<file path="config.mk">
export PLATFORM = sky130hd
export DESIGN_NAME = aff7seg_mux3
export DESIGN_NICKNAME = d
export VERILOG_FILES = /design/src/rtl/aff7seg_pkg.sv /design/src/rtl/aff7seg_mux3_dec7seg.sv /design/src/rtl/aff7seg_mux3.sv
export SDC_FILE = /design/constraint.sdc
export NUM_CORES = 1
export LEC_CHECK = 0
export CORE_MARGIN = 2
export CORE_UTILIZATION = 35
export DETAILED_ROUTE_END_ITERATION = 8
export PLACE_DENSITY = 0.56
export SLEW_MARGIN = 5
export SYNTH_ARGS = -nofsm -noshare
export SYNTH_HDL_FRONTEND = slang
export SYNTH_SLANG_ARGS = --single-unit
</file>
<file path="constraint.sdc">
create_clock -name clk -period 2.7 [get_ports clk]
set_input_delay 0.405 -clock clk [delete_from_list [all_inputs] [get_ports clk]]
set_output_delay 0.405 -clock clk [all_outputs]
set_load 0.005 [all_outputs]
</file>
<file path="src/rtl/aff7seg_pkg.sv">
// aff7seg_pkg: shared types and constants for the 3-digit 7-segment scanner.
// Contents: scan state enum, active-high segment patterns, anode one-hot codes.
// No logic; imported by dec7seg and aff7seg_mux3.
package aff7seg_pkg;

  // Scan slot currently being driven.
  typedef enum logic [1:0] {
    S_U = 2'd0,  // units
    S_D = 2'd1,  // tens
    S_C = 2'd2   // hundreds
  } state_t;

  // Active-high segment patterns, bit order {g,f,e,d,c,b,a}.
  localparam logic [6:0] SEG_0    = 7'h3F;
  localparam logic [6:0] SEG_1    = 7'h06;
  localparam logic [6:0] SEG_2    = 7'h5B;
  localparam logic [6:0] SEG_3    = 7'h4F;
  localparam logic [6:0] SEG_4    = 7'h66;
  localparam logic [6:0] SEG_5    = 7'h6D;
  localparam logic [6:0] SEG_6    = 7'h7D;
  localparam logic [6:0] SEG_7    = 7'h07;
  localparam logic [6:0] SEG_8    = 7'h7F;
  localparam logic [6:0] SEG_9    = 7'h6F;
  localparam logic [6:0] SEG_DASH = 7'h40;
  localparam logic [6:0] SEG_OFF  = 7'h00;

  // Active-high anode one-hot codes: an[0]=units, an[1]=tens, an[2]=hundreds.
  localparam logic [2:0] AN_U   = 3'b001;
  localparam logic [2:0] AN_D   = 3'b010;
  localparam logic [2:0] AN_C   = 3'b100;
  localparam logic [2:0] AN_OFF = 3'b000;

endpackage

</file>
<file path="src/rtl/aff7seg_mux3_dec7seg.sv">
// dec7seg: BCD digit to active-high 7-segment pattern; non-BCD codes show a dash.
// Latency: purely combinational.
// Backpressure: none.
// Ports: bcd (4-bit digit in), seg (7-bit {g,f,e,d,c,b,a} out, active-high).
module dec7seg
  import aff7seg_pkg::*;
(
  input  logic [3:0] bcd,
  output logic [6:0] seg
);

  always_comb begin
    seg = SEG_DASH;
    case (bcd)
      4'd0:    seg = SEG_0;
      4'd1:    seg = SEG_1;
      4'd2:    seg = SEG_2;
      4'd3:    seg = SEG_3;
      4'd4:    seg = SEG_4;
      4'd5:    seg = SEG_5;
      4'd6:    seg = SEG_6;
      4'd7:    seg = SEG_7;
      4'd8:    seg = SEG_8;
      4'd9:    seg = SEG_9;
      default: seg = SEG_DASH;
    endcase
  end

endmodule

</file>
<file path="src/rtl/aff7seg_mux3.sv">
// aff7seg_mux3: 3-digit multiplexed 7-segment driver with blank guard and leading-zero suppression.
// Latency: charge at edge k loads shadows at k; pins reflect them at edge k+1.
// Backpressure: none; charge is accepted every cycle it is high.
// Ports: clk, rst_n (async active-low); centaines/dizaines/unites (BCD in), charge (load strobe),
//        blank_zeros (leading-zero suppression); seg/dp/an (board pins), slot_tick (slot-change pulse).
module aff7seg_mux3
  import aff7seg_pkg::*;
#(
  parameter int unsigned CLK_DIV        = 50000,
  parameter int unsigned BLANK_CYC      = 16,
  parameter int unsigned SEG_ACTIVE_LOW = 1,
  parameter int unsigned AN_ACTIVE_LOW  = 1
) (
  input  logic       clk,
  input  logic       rst_n,
  input  logic [3:0] centaines,
  input  logic [3:0] dizaines,
  input  logic [3:0] unites,
  input  logic       charge,
  input  logic       blank_zeros,
  output logic [6:0] seg,
  output logic       dp,
  output logic [2:0] an,
  output logic       slot_tick
);

  localparam int unsigned DIV_W = (CLK_DIV > 2) ? $clog2(CLK_DIV) : 1;
  localparam logic [DIV_W-1:0] DIV_LAST = DIV_W'(CLK_DIV - 1);

  // XOR masks turning active-high values into pin levels; also the inactive pin levels.
  localparam logic [6:0] SEG_INV = (SEG_ACTIVE_LOW != 0) ? 7'h7F : 7'h00;
  localparam logic [2:0] AN_INV  = (AN_ACTIVE_LOW  != 0) ? 3'b111 : 3'b000;

  logic [DIV_W-1:0] div_q, div_d;
  state_t           state_q, state_d;
  logic [3:0]       c_q, d_q, u_q;
  logic [3:0]       c_d, d_d, u_d;
  logic             tick;
  logic             slot_tick_q;
  logic [6:0]       seg_q, seg_d;
  logic [2:0]       an_q, an_d;

  logic [3:0]       digit;
  logic [6:0]       seg_raw;
  logic [2:0]       an_hot;
  logic             slot_on;
  logic             guard;

  // Refresh divider and slot advance.
  assign tick  = (div_q == DIV_LAST);
  assign div_d = tick ? '0 : div_q + 1'b1;

  always_comb begin
    state_d = state_q;
    if (tick) begin
      case (state_q)
        S_U:     state_d = S_D;
        S_D:     state_d = S_C;
        S_C:     state_d = S_U;
        default: state_d = S_U;
      endcase
    end
  end

  // Shadow digits: reload whenever charge is high, otherwise hold.
  assign c_d = charge ? centaines : c_q;
  assign d_d = charge ? dizaines  : d_q;
  assign u_d = charge ? unites    : u_q;

  // Digit mux, anode select and leading-zero suppression for the current slot.
  // Non-BCD codes are nonzero, so they never trigger suppression.
  always_comb begin
    digit   = u_q;
    an_hot  = AN_U;
    slot_on = 1'b1;
    case (state_q)
      S_U: begin
        digit   = u_q;
        an_hot  = AN_U;
        slot_on = 1'b1;
      end
      S_D: begin
        digit   = d_q;
        an_hot  = AN_D;
        slot_on = !(blank_zeros && (c_q == 4'd0) && (d_q == 4'd0));
      end
      S_C: begin
        digit   = c_q;
        an_hot  = AN_C;
        slot_on = !(blank_zeros && (c_q == 4'd0));
      end
      default: begin
        digit   = u_q;
        an_hot  = AN_U;
        slot_on = 1'b1;
      end
    endcase
  end

  dec7seg u_dec (
    .bcd (digit),
    .seg (seg_raw)
  );

  // Anti-ghosting: keep everything dark for the first BLANK_CYC cycles of a slot.
  assign guard = (32'(div_q) < BLANK_CYC);

  always_comb begin
    seg_d = SEG_OFF;
    an_d  = AN_OFF;
    if (!guard && slot_on) begin
      seg_d = seg_raw;
      an_d  = an_hot;
    end
  end

  always_ff @(posedge clk or negedge rst_n) begin
    if (!rst_n) begin
      div_q       <= '0;
      state_q     <= S_U;
      c_q         <= 4'd0;
      d_q         <= 4'd0;
      u_q         <= 4'd0;
      slot_tick_q <= 1'b0;
      seg_q       <= SEG_INV;
      an_q        <= AN_INV;
    end else begin
      div_q       <= div_d;
      state_q     <= state_d;
      c_q         <= c_d;
      d_q         <= d_d;
      u_q         <= u_d;
      slot_tick_q <= tick;
      seg_q       <= seg_d ^ SEG_INV;
      an_q        <= an_d ^ AN_INV;
    end
  end

  assign seg       = seg_q;
  assign an        = an_q;
  assign slot_tick = slot_tick_q;
  // Decimal point is never lit: tie to the inactive pin level.
  assign dp        = SEG_INV[0];

endmodule

</file>
==> run metrics <==
post-CTS setup buffers=0; Pre-Repair DR Iteration Count=4; setup ws final=~0.26 ns; met3 WL=between 100 and 150 um; Final Skew=0.00284 ns; kind of critical path=flop to flop; # DRC=0; Finished Core Util=between 40% and 50%; Skew-Pair Late Insertion Delay=~0.28 ns; crit-path max FO=7; core area=0.00557 mm2; vias in the first global route=1319; grt ovf=0; CTS hold repair buffers=0; largest net degree at the start of global routing=between 40 and 50; Syn Nets=209; Post-synth EDFFs=0; initial DRC count=113; syn_area_per_cell=11.1 um2; yosys warns=0; status=completed; CTS root buf=clkbuf_8; Final Hold Viols=0; fin nets=~240; Tmin final=between 2 and 2.5 ns; layout cells sized above 1=between 15 and 20%; met2 WL post-DR=between 1500 and 2000 um; Unique masters post-synth=39; Critical Path RT=between 2 and 3 ns; aggregate routed wire length=between 3000 and 4000 um; Max VDD drop=slightly below 0.3 mV; Crit Reg-Reg Endpoint=seg[5]; clk slew on worst S/H paths=~0.080 ns; # port buffers=26; # setup viols final=0; Min-Delay Path Class=primary input to async pin; Cell Pwr Density=around 540 mW/mm2; Seq/Total Area, Yosys=51.0%; unrepaired setup endpoints after global routing=no; vias=1418; post-CTS sizing=0; register bit total from synthesis=41; top_reg_cell synth=dfrtp_1; slowest CP cell=dfrtp_1; # diodes=0; vias per std cell=approximately 5.0; DIE AREA=~0.0064 mm2; initial core utilization=36.5%; ys async rst share=100%; gpl congestion=approximately 0.87; Mapped Cells=183; routed length on met1=1990 um; worst r2r path cells=10; setup TNS=0 ns; Max Used Layer=met4; initial antenna violation count=0; fin crit share=90.5%; Crit. End Element=flop; TritonCTS Buffers=5; io pins=28; Critical Path AT=~2.7 ns; Post-DP HPWL=around 2700 um; Post-Place Setup Slack=about 0.32 ns; Leakage=approximately 1.1 nW; DRT antenna net count=0; Layout area overhead=21.6%; r2r startpoint=state_q[1]; max_slew headroom=about two fifths; max_cap viols=0; CP Cell Sequence=inv_1 > ha_1 > a22oi_1 > a21oi_1 > inv_1 > ha_1 > or2_2 > a21oi_1 > nor4_1 > o21ai_0; R2R setup slack=~0.26 ns; first-pass GRT wire length=around 6500 um; row count=27; Pins Over Slew Limit=0; Wirelength per Cell=between 10 and 15 um; Syn Std Cell Area=0.00204 mm2; htree depth=2; CP startpoint kind=flop; Die Width=about 80 um; chip height=between 80 and 90 um; Clock Path Buffers=2; CTS tree=built; largest stage delay on the critical path=about 0.4 ns; Total GRT Usage=13.0%; clock sink count=41; Fmax=0.409 GHz; Worst Max-Slew Pin Slew=between 0.8 and 0.9 ns
## worst max path at each step
stage,slack (ns),cells past startpoint,startpoint,end
after floorplan,0.33,11,state_q[0],seg[5]
after global placement,0.39,10,state_q[0],seg[5]
after detailed placement,0.32,10,state_q[1],seg[5]
after CTS,0.28,10,state_q[1],seg[5]
after global routing,0.06,10,state_q[1],seg[3]
final,0.26,10,state_q[1],seg[5]
## final cells by class
class                   instances  area (um2)
repair buffers                 28         270
well taps                      72        90.1
multi-input cells             129         931
flip-flops and latches         41        1040
inverters                       8        30.0
fillers                       549        3100
clock inverters                 1        30.0
clock buffers                   7        86.3
## kinds of logic (layout without fill, tap and decap cells)
family                     after synthesis  count (layout)  share of synthesized area, %
and+or+nand+nor                         61              61                          17.1
DFF                                     41              41                          51.0
AOI/OAI and AO/OA                       30              30                          8.91
muxes                                   15              15                          8.23
buffers and inverters                   13              44                          3.32
xor gates and xnor gates                12              12                          5.16
adders and majority gates               10              10                          6.14
other                                    1               1                         0.184
## cells in the mapped netlist (4+ instances only)
| library cell | count | area (um2) |
|---|---|---|
| o21ai_0 | 8 | 40.0 |
| xor2_1 | 8 | 70.1 |
| a21oi_1 | 11 | 55.1 |
| mux2_2 | 12 | 135 |
| dfrtp_1 | 31 | 776 |
| nand3_1 | 8 | 40.0 |
| and3_1 | 5 | 31.3 |
| nor2_1 | 15 | 56.3 |
| xnor2_1 | 4 | 35.0 |
| nor4_1 | 4 | 25.0 |
| nand2_1 | 7 | 26.3 |
| ha_1 | 10 | 125 |
| nor3_1 | 5 | 25.0 |
| dfstp_2 | 10 | 263 |
| inv_1 | 8 | 30.0 |
| a22oi_1 | 4 | 30.0 |
## placed cells by master, fill, tap and decap left out, types with 2 or more instances in the layout
master and n:
nor2_1 15, and2_1 2, nand3_1 8, clkdlybuf4s50_1 25, xor2_1 8, clkbuf_8 6, nor4_1 4, nand4_1 3
and3_1 5, ha_1 10, a22oi_1 4, mux2_2 12, buf_4 2, dfstp_2 10, a211oi_1 2, dfrtp_1 31
a21oi_1 11, nor3_1 5, nor3b_1 2, o31ai_1 2, nor4_4 2, nand2_1 7, mux2_1 2, xnor2_1 4
inv_1 8, or4_1 2, o21ai_0 8
## metal layers
metal,vias to the layer above,GRT usage (%)
li1,709,-
met3,2,3.03
met1,677,20.1
met5,-,0
met4,0,4.58
met2,30,17.4
## per-stage QoR
step	total power, mW	hold slack, ns	instances	instance area (um2)
floorplan	0.762	0.109	183	2040
global placement	0.847	0.479	278	2360
detailed placement	0.847	0.484	278	2360
CTS	1.36	0.264	286	2480
global route	1.41	0.304	286	2480
finish	1.34	0.228	286	2480
## sequential cells by signal, indices dropped and copies added, names as in the netlist
name and cells:
d_q 4, c_q 4, div_q 16, u_q 4, seg 7, slot_tick 1
an 3, state_q 2
## power by group
group	total (mW)	internal, mW	switching [mW]
registers	0.681	0.661	0.0198
clock network	0.504	0.301	0.202
logic	0.154	0.0870	0.0666
## worst max-delay path: cells and delay by family, from the launching register on
| kind | cells | cell delay [ns] |
|---|---|---|
| compound gates | 4 | 0.83 |
| flops | 1 | 0.40 |
| buf+inv | 2 | 0.27 |
| fa+ha+maj | 2 | 0.54 |
| simple gates | 2 | 0.35 |
Power figures use the tool's default switching activity.
